$ cat src/rtl/tx_arbiter.sv
// tx_arbiter: round-robin whole-frame arbiter onto one tx FIFO write port.
// Optional per-source frame/truncation counters under `TX_ARB_STATS_EN.
module tx_arbiter #(
   parameter int N          = 4,
   parameter int MAX_LEN    = 1518,
   parameter int GAP_CYCLES = 12
) (
   input  logic                 sys_clk,
   input  logic                 sys_rst,
   input  logic [N-1:0]         src_empty,
   input  logic [9*N-1:0]       src_dout,
   output logic [N-1:0]         src_rd_en,
   input  logic                 tx_full,
   output logic                 tx_wr_en,
   output logic [8:0]           tx_wr_data,
   output logic [N-1:0]         grant,
   output logic                 busy
`ifdef TX_ARB_STATS_EN
   ,
   input  logic [$clog2(N)-1:0] stat_sel,
   output logic [15:0]          stat_frames,
   output logic [15:0]          stat_trunc
`endif
);

   localparam int PW = $clog2(N);
   localparam int GW = $clog2(GAP_CYCLES) + 1;
   localparam logic [12:0]   LEN_MAX  = 13'(MAX_LEN);
   localparam logic [GW-1:0] GAP_LAST = GW'(GAP_CYCLES - 1);

   typedef enum logic [1:0] {IDLE, XFER, DROP, GAP} state_t;

   state_t        state_q, state_d;
   logic [N-1:0]  grant_q, grant_d;
   logic [PW-1:0] owner_q, owner_d;
   logic [PW-1:0] rr_ptr_q, rr_ptr_d;
   logic [12:0]   len_cnt_q, len_cnt_d;
   logic [GW-1:0] gap_cnt_q, gap_cnt_d;
   logic          busy_q, busy_d;

   logic [8:0]    head_w [N];
   logic [N-1:0]  req, junk;
   logic [8:0]    head;
   logic [PW-1:0] cand, sel;
   logic          found;
   logic [N-1:0]  rd_en_c;
   logic          wr_en_c;
   logic [8:0]    wr_data_c;

   for (genvar i = 0; i < N; i++) begin : g_src
      assign head_w[i] = src_dout[9*i +: 9];
      assign req[i]    = !src_empty[i] && src_dout[9*i+8];
      assign junk[i]   = !src_empty[i] && !src_dout[9*i+8];
   end

   assign head = head_w[owner_q];

   always_comb begin
      state_d   = state_q;
      grant_d   = grant_q;
      owner_d   = owner_q;
      rr_ptr_d  = rr_ptr_q;
      len_cnt_d = len_cnt_q;
      gap_cnt_d = gap_cnt_q;
      rd_en_c   = '0;
      wr_en_c   = 1'b0;
      wr_data_c = 9'h000;
      found     = 1'b0;
      cand      = '0;
      sel       = '0;
      unique case (state_q)
         IDLE: begin
            // first requester at or after rr_ptr, wrapping
            for (int k = 0; k < N; k++) begin
               cand = PW'((int'(rr_ptr_q) + k) % N);
               if (!found && req[cand]) begin
                  found = 1'b1;
                  sel   = cand;
               end
            end
            if (found) begin
               state_d      = XFER;
               grant_d      = '0;
               grant_d[sel] = 1'b1;
               owner_d      = sel;
               rr_ptr_d     = (sel == PW'(N-1)) ? '0 : sel + 1'b1;
               len_cnt_d    = '0;
            end else begin
               rd_en_c = junk & (~junk + 1'b1);
            end
         end
         XFER: begin
            if (len_cnt_q == LEN_MAX) begin
               if (!tx_full) begin
                  wr_en_c = 1'b1;
                  state_d = DROP;
               end
            end else if (!src_empty[owner_q] && !tx_full) begin
               rd_en_c[owner_q] = 1'b1;
               wr_en_c          = 1'b1;
               wr_data_c        = head;
               if (head[8]) begin
                  len_cnt_d = len_cnt_q + 13'd1;
               end else begin
                  state_d   = GAP;
                  gap_cnt_d = '0;
               end
            end
         end
         DROP: begin
            if (!src_empty[owner_q]) begin
               rd_en_c[owner_q] = 1'b1;
               if (!head[8]) begin
                  state_d   = GAP;
                  gap_cnt_d = '0;
               end
            end
         end
         GAP: begin
            gap_cnt_d = gap_cnt_q + 1'b1;
            if (gap_cnt_q == GAP_LAST) begin
               state_d = IDLE;
               grant_d = '0;
            end
         end
         default: state_d = IDLE;
      endcase
      busy_d = (state_d != IDLE);
   end

   always_ff @(posedge sys_clk or posedge sys_rst) begin
      if (sys_rst) begin
         state_q   <= IDLE;
         grant_q   <= '0;
         owner_q   <= '0;
         rr_ptr_q  <= '0;
         len_cnt_q <= '0;
         gap_cnt_q <= '0;
         busy_q    <= 1'b0;
      end else begin
         state_q   <= state_d;
         grant_q   <= grant_d;
         owner_q   <= owner_d;
         rr_ptr_q  <= rr_ptr_d;
         len_cnt_q <= len_cnt_d;
         gap_cnt_q <= gap_cnt_d;
         busy_q    <= busy_d;
      end
   end

   // strobes are forced low while reset is held, even mid-frame
   assign src_rd_en  = sys_rst ? '0 : rd_en_c;
   assign tx_wr_en   = sys_rst ? 1'b0 : wr_en_c;
   assign tx_wr_data = sys_rst ? 9'h000 : wr_data_c;
   assign grant      = grant_q;
   assign busy       = busy_q;

`ifdef TX_ARB_STATS_EN
   logic [N-1:0][15:0] frames_q, frames_d;
   logic [N-1:0][15:0] trunc_q, trunc_d;
   logic               term, cut;

   always_comb begin
      term = rd_en_c[owner_q] && !head[8]
             && (state_q == XFER || state_q == DROP);
      cut  = (state_q == XFER) && wr_en_c && (len_cnt_q == LEN_MAX);
      frames_d = frames_q;
      trunc_d  = trunc_q;
      if (term) frames_d[owner_q] = frames_q[owner_q] + 16'd1;
      if (cut)  trunc_d[owner_q]  = trunc_q[owner_q] + 16'd1;
   end

   always_ff @(posedge sys_clk or posedge sys_rst) begin
      if (sys_rst) begin
         frames_q <= '0;
         trunc_q  <= '0;
      end else begin
         frames_q <= frames_d;
         trunc_q  <= trunc_d;
      end
   end

   assign stat_frames = frames_q[stat_sel];
   assign stat_trunc  = trunc_q[stat_sel];
`endif

endmodule
$ cat config.mk
export PLATFORM = sky130hd
export DESIGN_NAME = tx_arbiter
export DESIGN_NICKNAME = d
export VERILOG_FILES = /design/src/rtl/tx_arbiter.sv
export SDC_FILE = /design/constraint.sdc
export NUM_CORES = 1
export LEC_CHECK = 0
export ABC_AREA = 1
export BUFFER_PORTS_ARGS = -buffer_cell sky130_fd_sc_hd__buf_2
export CAP_MARGIN = 10
export CORE_UTILIZATION = 50
export CTS_CLUSTER_SIZE = 12
export DETAILED_ROUTE_END_ITERATION = 10
export HOLD_SLACK_MARGIN = 0.02
export MAX_ROUTING_LAYER = met4
export PLACE_DENSITY = 0.86
export SLEW_MARGIN = 20
export SYNTH_ARGS = -nofsm -noshare
export SYNTH_HDL_FRONTEND = slang
export SYNTH_SLANG_ARGS = --single-unit
$ cat constraint.sdc
create_clock -name sys_clk -period 4.74 [get_ports sys_clk]
set_input_delay 0.711 -clock sys_clk [delete_from_list [all_inputs] [get_ports sys_clk]]
set_output_delay 0.711 -clock sys_clk [all_outputs]
set_load 0.05 [all_outputs]
# Yosys cells after proc, flatten, opt, wreduce, memory -nomap -nowiden
# Cells that the tools add are included.
[word_totals]
out_inout_bits = 19
regBits = 29
[classes]
magnitude_cmp = 9
n_reduce_logical = 36
bitwise_logic = 3
mux = 67
eq_ne = 12
n_addsub = 7
[op_table]
columns = ["cell", "count"]
rows = [
  ["9-bit two-way mux", 6],
  ["13-bit two-way mux", 4],
  ["4-bit two-way mux", 7],
  ["2-bit two-way mux", 13],
  ["13-bit one-hot mux with 2 select lines", 1],
  ["1-bit two-way mux", 20],
  ["5-bit two-way mux", 4],
  ["9-bit binary-select mux with 2-bit select", 1],
  ["2-bit by 3-bit < comparator with 1-bit output, second input constant", 6],
  ["5-bit one-hot mux with 3 select lines", 1],
  ["1-bit logical AND", 14],
  ["13-bit by 1-bit adder with 13-bit output, second input constant", 1],
  ["13-bit by 11-bit == test with 1-bit output, second input constant", 1],
  ["1-bit zero test", 13],
  ["2-bit != test, second input constant", 6],
  ["4-bit one-hot mux with 3 select lines", 1],
  ["1-bit binary-select mux with 2-bit select", 5],
  ["2-bit one-hot mux with 4 select lines", 1],
  ["4-bit one-hot mux with 2 select lines", 1],
  ["2-bit == test, second input constant", 3],
  ["2-bit nonzero test", 3],
  ["5-bit by 1-bit adder with 5-bit output, second input constant", 1],
  ["5-bit by 4-bit == test with 1-bit output, second input constant", 1],
  ["5-bit AND reduction", 1],
  ["15 further kinds", 19],
]

# Logic depth before layout (Yosys ltp)
[depth]
depth_word = 24
mapped_depth = 15

# Worst setup path before layout
# Ideal clock, no wire load.
[synth_path]
kind = "input -> output"
start = "input sys_rst"
end = "output tx_wr_data[0]"
path_buffers = 0
t_arrival_ns = 2.476
slack_ns = 1.553
path_stages = 3
cell_sequence = "inv_1 nand3_2 a31oi_1"
[synth_between]
elab_chain_cells = 1
[synth_rtl]
columns = ["item", "line_no", "source"]
rows = [
  ["start, declared", "9", "input logic sys_rst,"],
  ["9-bit two-way mux", "154", "assign tx_wr_data = sys_rst ? 9'h000 : wr_data_c;"],
  ["end, declared", "15", "output logic [8:0] tx_wr_data,"],
]
# Every way passes these cells.

# Worst setup path in the final report
[layout_path]
start = "register owner_q[0]"
end = "output src_rd_en[3]"
[layout_between]
elab_chain_cells = 8
elab_cells_between_ends = 14
[layout_rtl]
columns = ["item", "line_no", "source"]
rows = [
  ["start, declared", "35", "logic [PW-1:0] owner_q, owner_d;"],
  ["start signal, assigned", "143", "owner_q <= owner_d;"],
  ["2-bit by 3-bit < comparator with 1-bit output (implied by the code), or another cell as far along", "99, 112", ""],
  ["1-bit logical AND (implied by the code) or 1-bit two-way mux (tied branches)", "-", ""],
  ["1-bit two-way mux (implied by the code) or 1-bit zero test (tied branches)", "-", ""],
  ["1-bit demux with 2-bit select or 1-bit logical AND (tied branches)", "99, 112, 98", ""],
  ["4-bit two-way mux", "98", "end else if (!src_empty[owner_q] && !tx_full) begin"],
  ["4-bit two-way mux", "93", "if (len_cnt_q == LEN_MAX) begin"],
  ["4-bit one-hot mux with 3 select lines (*)", "71", "unique case (state_q)"],
  ["4-bit two-way mux (*)", "152", "assign src_rd_en = sys_rst ? '0 : rd_en_c;"],
  ["end, declared", "12", "output logic [N-1:0] src_rd_en,"],
]
# Mark *: on every way between the ends. The rest lies on a longest branch, timed or not. The select of a mux whose other input is x is not followed.

==> reports/results.ini <==
[status]
outcome = finished, final reports clean

[timing]
skew_ns = 0.00831
drv_slew = 0
hold_viol = 0
max_slew_margin_pct = 47.6
setup_tns_ns = 0
post-route-min-period_ns = 2.95
period_share_pct = 62.2
fmax_ghz = 0.339
tightestPinTransition_ns = 0.783
rsz0062_at_grt = no
setup_viol = 0

[die]
row_count = 25
core_sq_mm = 0.00475
initial_utilization_pct = 52.6
die_y_um = 72.7
io_pins = 62
die_x_um = 72.7
die_area_sq_mm = 0.00528

[detailed_routing]
avgViaCountPerCell = 5.22
routed_wl_um = 6080
drc = 0
final_antenna_net_count = 0
first_pass_iters = 4
first_iter_violations = 164
post_drt_wl_per_cell_um = 12.1
vias = 2632

[cells_and_area]
diodes = 0
final_cell_area_sq_mm = 0.00290
syn_to_final_growth_pct = 16.0
finalNonFillerCells = 504
final_nets = 487
drive_gt1_share_pct = 22.2

[synth]
ys_seq_area_share_pct = 29.0
async_reset_ff_share_pct = 100
yosys_warnings = 0
synth.area.top_cells = dfrtp_1 29%, nand2_1 19%, nand3_1 9.6%, nor2_1 5.6%, inv_1 4.8%
yosysUniqueCellTypes = 35
ys.flop_type = dfrtp_1
synthesis.nets = 427
synth_edf_count = 0
synth_area_sq_mm = 0.00250
yosysTopAreaCellShare_pct = 29.0
ys_top_cells_by_count = 129 x nand2_1, 48 x nand3_1, 37 x nor2_1
synth_seq_cells = 29
yosysTopAreaCell = dfrtp_1
synthCells = 377
avgSynthCellArea_sq_um = 6.63
synth_most_common_cell = nand2_1

[clock_network]
cts_made_buffers = 5
cts_buffer_depth = 2
cts_setup_buffers = 0
clock_sinks = 29
postCtsHoldBufs = 0
cts_tree = built
insertion_delay_ns = 0.29
htree_levels = 2
clockRootBuffer = clkbuf_8
cts_resized = 0
clk_pin_slew_ns = 0.06

[worst_setup_path]
r2r_slack_ns = 2.58
arrival_ns = 2.24
critPathLaunchType = flop
crit_required_ns = 4.03
cp-end-kind = output pin
critPathKind = flop to output pin
worst-path-max-fanout = 11

[run]
drv_cap = 0

[global_routing]
grt-ovfl-total = 0
grt_max_degree = 31
grt_pass1_vias = 2441
grt_first_pass_wirelength_um = 10400
antenna_found_initial = 0
track_usage_pct = 25.7

[pwr]
irDropWorstVdd_v = 0.000415
p_per_area_mw_per_mm2 = 530
p_leak_nw = 1.55

[placed_design]
place.gp.congestion = 0.878
placedInstanceArea_sq_mm = 0.00281
place.port_buffers = 61
hpwl_um = 4590
place_inst = 497

[min_path]
min_path_type = flop to flop

-- power breakdown --
| part | total (mW) | internal [mW] | switching [mW] | leakage, nW |
|---|---|---|---|---|
| clock | 0.208 | 0.115 | 0.0935 | 0.0443 |
| combinational | 0.919 | 0.277 | 0.642 | 1.14 |
| sequential | 0.410 | 0.318 | 0.0917 | 0.372 |
-- worst max-delay path, cell delays in order (launching register included) --
cell	delay, ns
dfrtp_1	0.42
nor2_1	0.63
a21oi_2	0.13
nand3_1	0.14
inv_2	0.08
nand2_1	0.08
nand2_1	0.10
nand2_1	0.08
a21oi_1	0.07
buf_2	0.21
-- logic make-up (layout without fill, tap and decap cells) --
kind of cell    Yosys count  count (layout)  share of synthesized area (%)
compound gates           34              34                           8.56
xor+xnor                 10              10                           3.51
fa+ha+maj                 7               7                           3.51
flops                    29              29                           29.0
simple gates            247             247                           45.6
buf+inv                  50             110                           9.81
-- metrics by stage --
stage / hold slack [ns] / util [%] / power [mW] / setup WS [ns]
after detailed placement: 0.486 / 59.1 / 1.33 / 1.99
after global routing: 0.527 / 60.9 / 1.68 / 1.53
final: 0.496 / 60.9 / 1.54 / 1.79
after floorplan: 0.464 / - / 1.18 / 1.55
after CTS: 0.500 / 60.9 / 1.55 / 1.80
after global placement: 0.484 / 59.1 / 1.30 / 2.01
-- metal layers --
| layer | vias to the layer above | track usage (%) | routed length (um) |
|---|---|---|---|
| met1 | 1223 | 30.1 | 2790 |
| met4 | 0 | 11.8 | 123 |
| met3 | 14 | 5.11 | 175 |
| met5 | - | - | 0 |
| li1 | 1340 | - | - |
| met2 | 55 | 42.7 | 2980 |
-- state kept, by name, summed over array words and instances (netlist names) --
| register | cells |
|---|---|
| gap_cnt_q | 5 |
| grant | 4 |
| state_q | 2 |
| busy | 1 |
| owner_q | 2 |
| rr_ptr_q | 2 |
| len_cnt_q | 13 |
-- worst paths after layout --
| kind | start | end | cells past startpoint |
|---|---|---|---|
| min in group asynchronous | sys_rst | len_cnt_q[6]$_DFFE_PP0P_ | 3 |
| max in group asynchronous | sys_rst | gap_cnt_q[1]$_DFFE_PP0P_ | 3 |
| worst min register to register | gap_cnt_q[3]$_DFFE_PP0P_ | gap_cnt_q[3]$_DFFE_PP0P_ | 2 |
| worst max-delay path | owner_q[0]$_DFFE_PP0P_ | src_rd_en[3] | 9 |
| worst min-delay path | gap_cnt_q[3]$_DFFE_PP0P_ | gap_cnt_q[3]$_DFFE_PP0P_ | 2 |
| worst max register to register | owner_q[0]$_DFFE_PP0P_ | len_cnt_q[6]$_DFFE_PP0P_ | 10 |
-- area by class of cell --
cell class	count	area, sq um
clock buffers	7	86.3
fillers	446	1860
inverters	41	161
multi-input cells	298	1530
flip-flops and latches	29	726
well taps	67	83.8
repair buffers	62	313
-- placed cells by master (no fill, tap or decap), types with 5 or more instances in the layout --
| cell | n |
|---|---|
| nand2_1 | 129 |
| buf_2 | 61 |
| nand3_1 | 48 |
| nor2_1 | 37 |
| inv_1 | 32 |
| dfrtp_1 | 29 |
| a22oi_1 | 12 |
| a21oi_1 | 10 |
| xor2_1 | 9 |
| ha_1 | 7 |
| nor3_1 | 6 |
| clkbuf_8 | 6 |
| nand2_2 | 5 |
| nand3_2 | 5 |
| inv_2 | 5 |
Note: power is estimated with default switching activity, not from simulation.
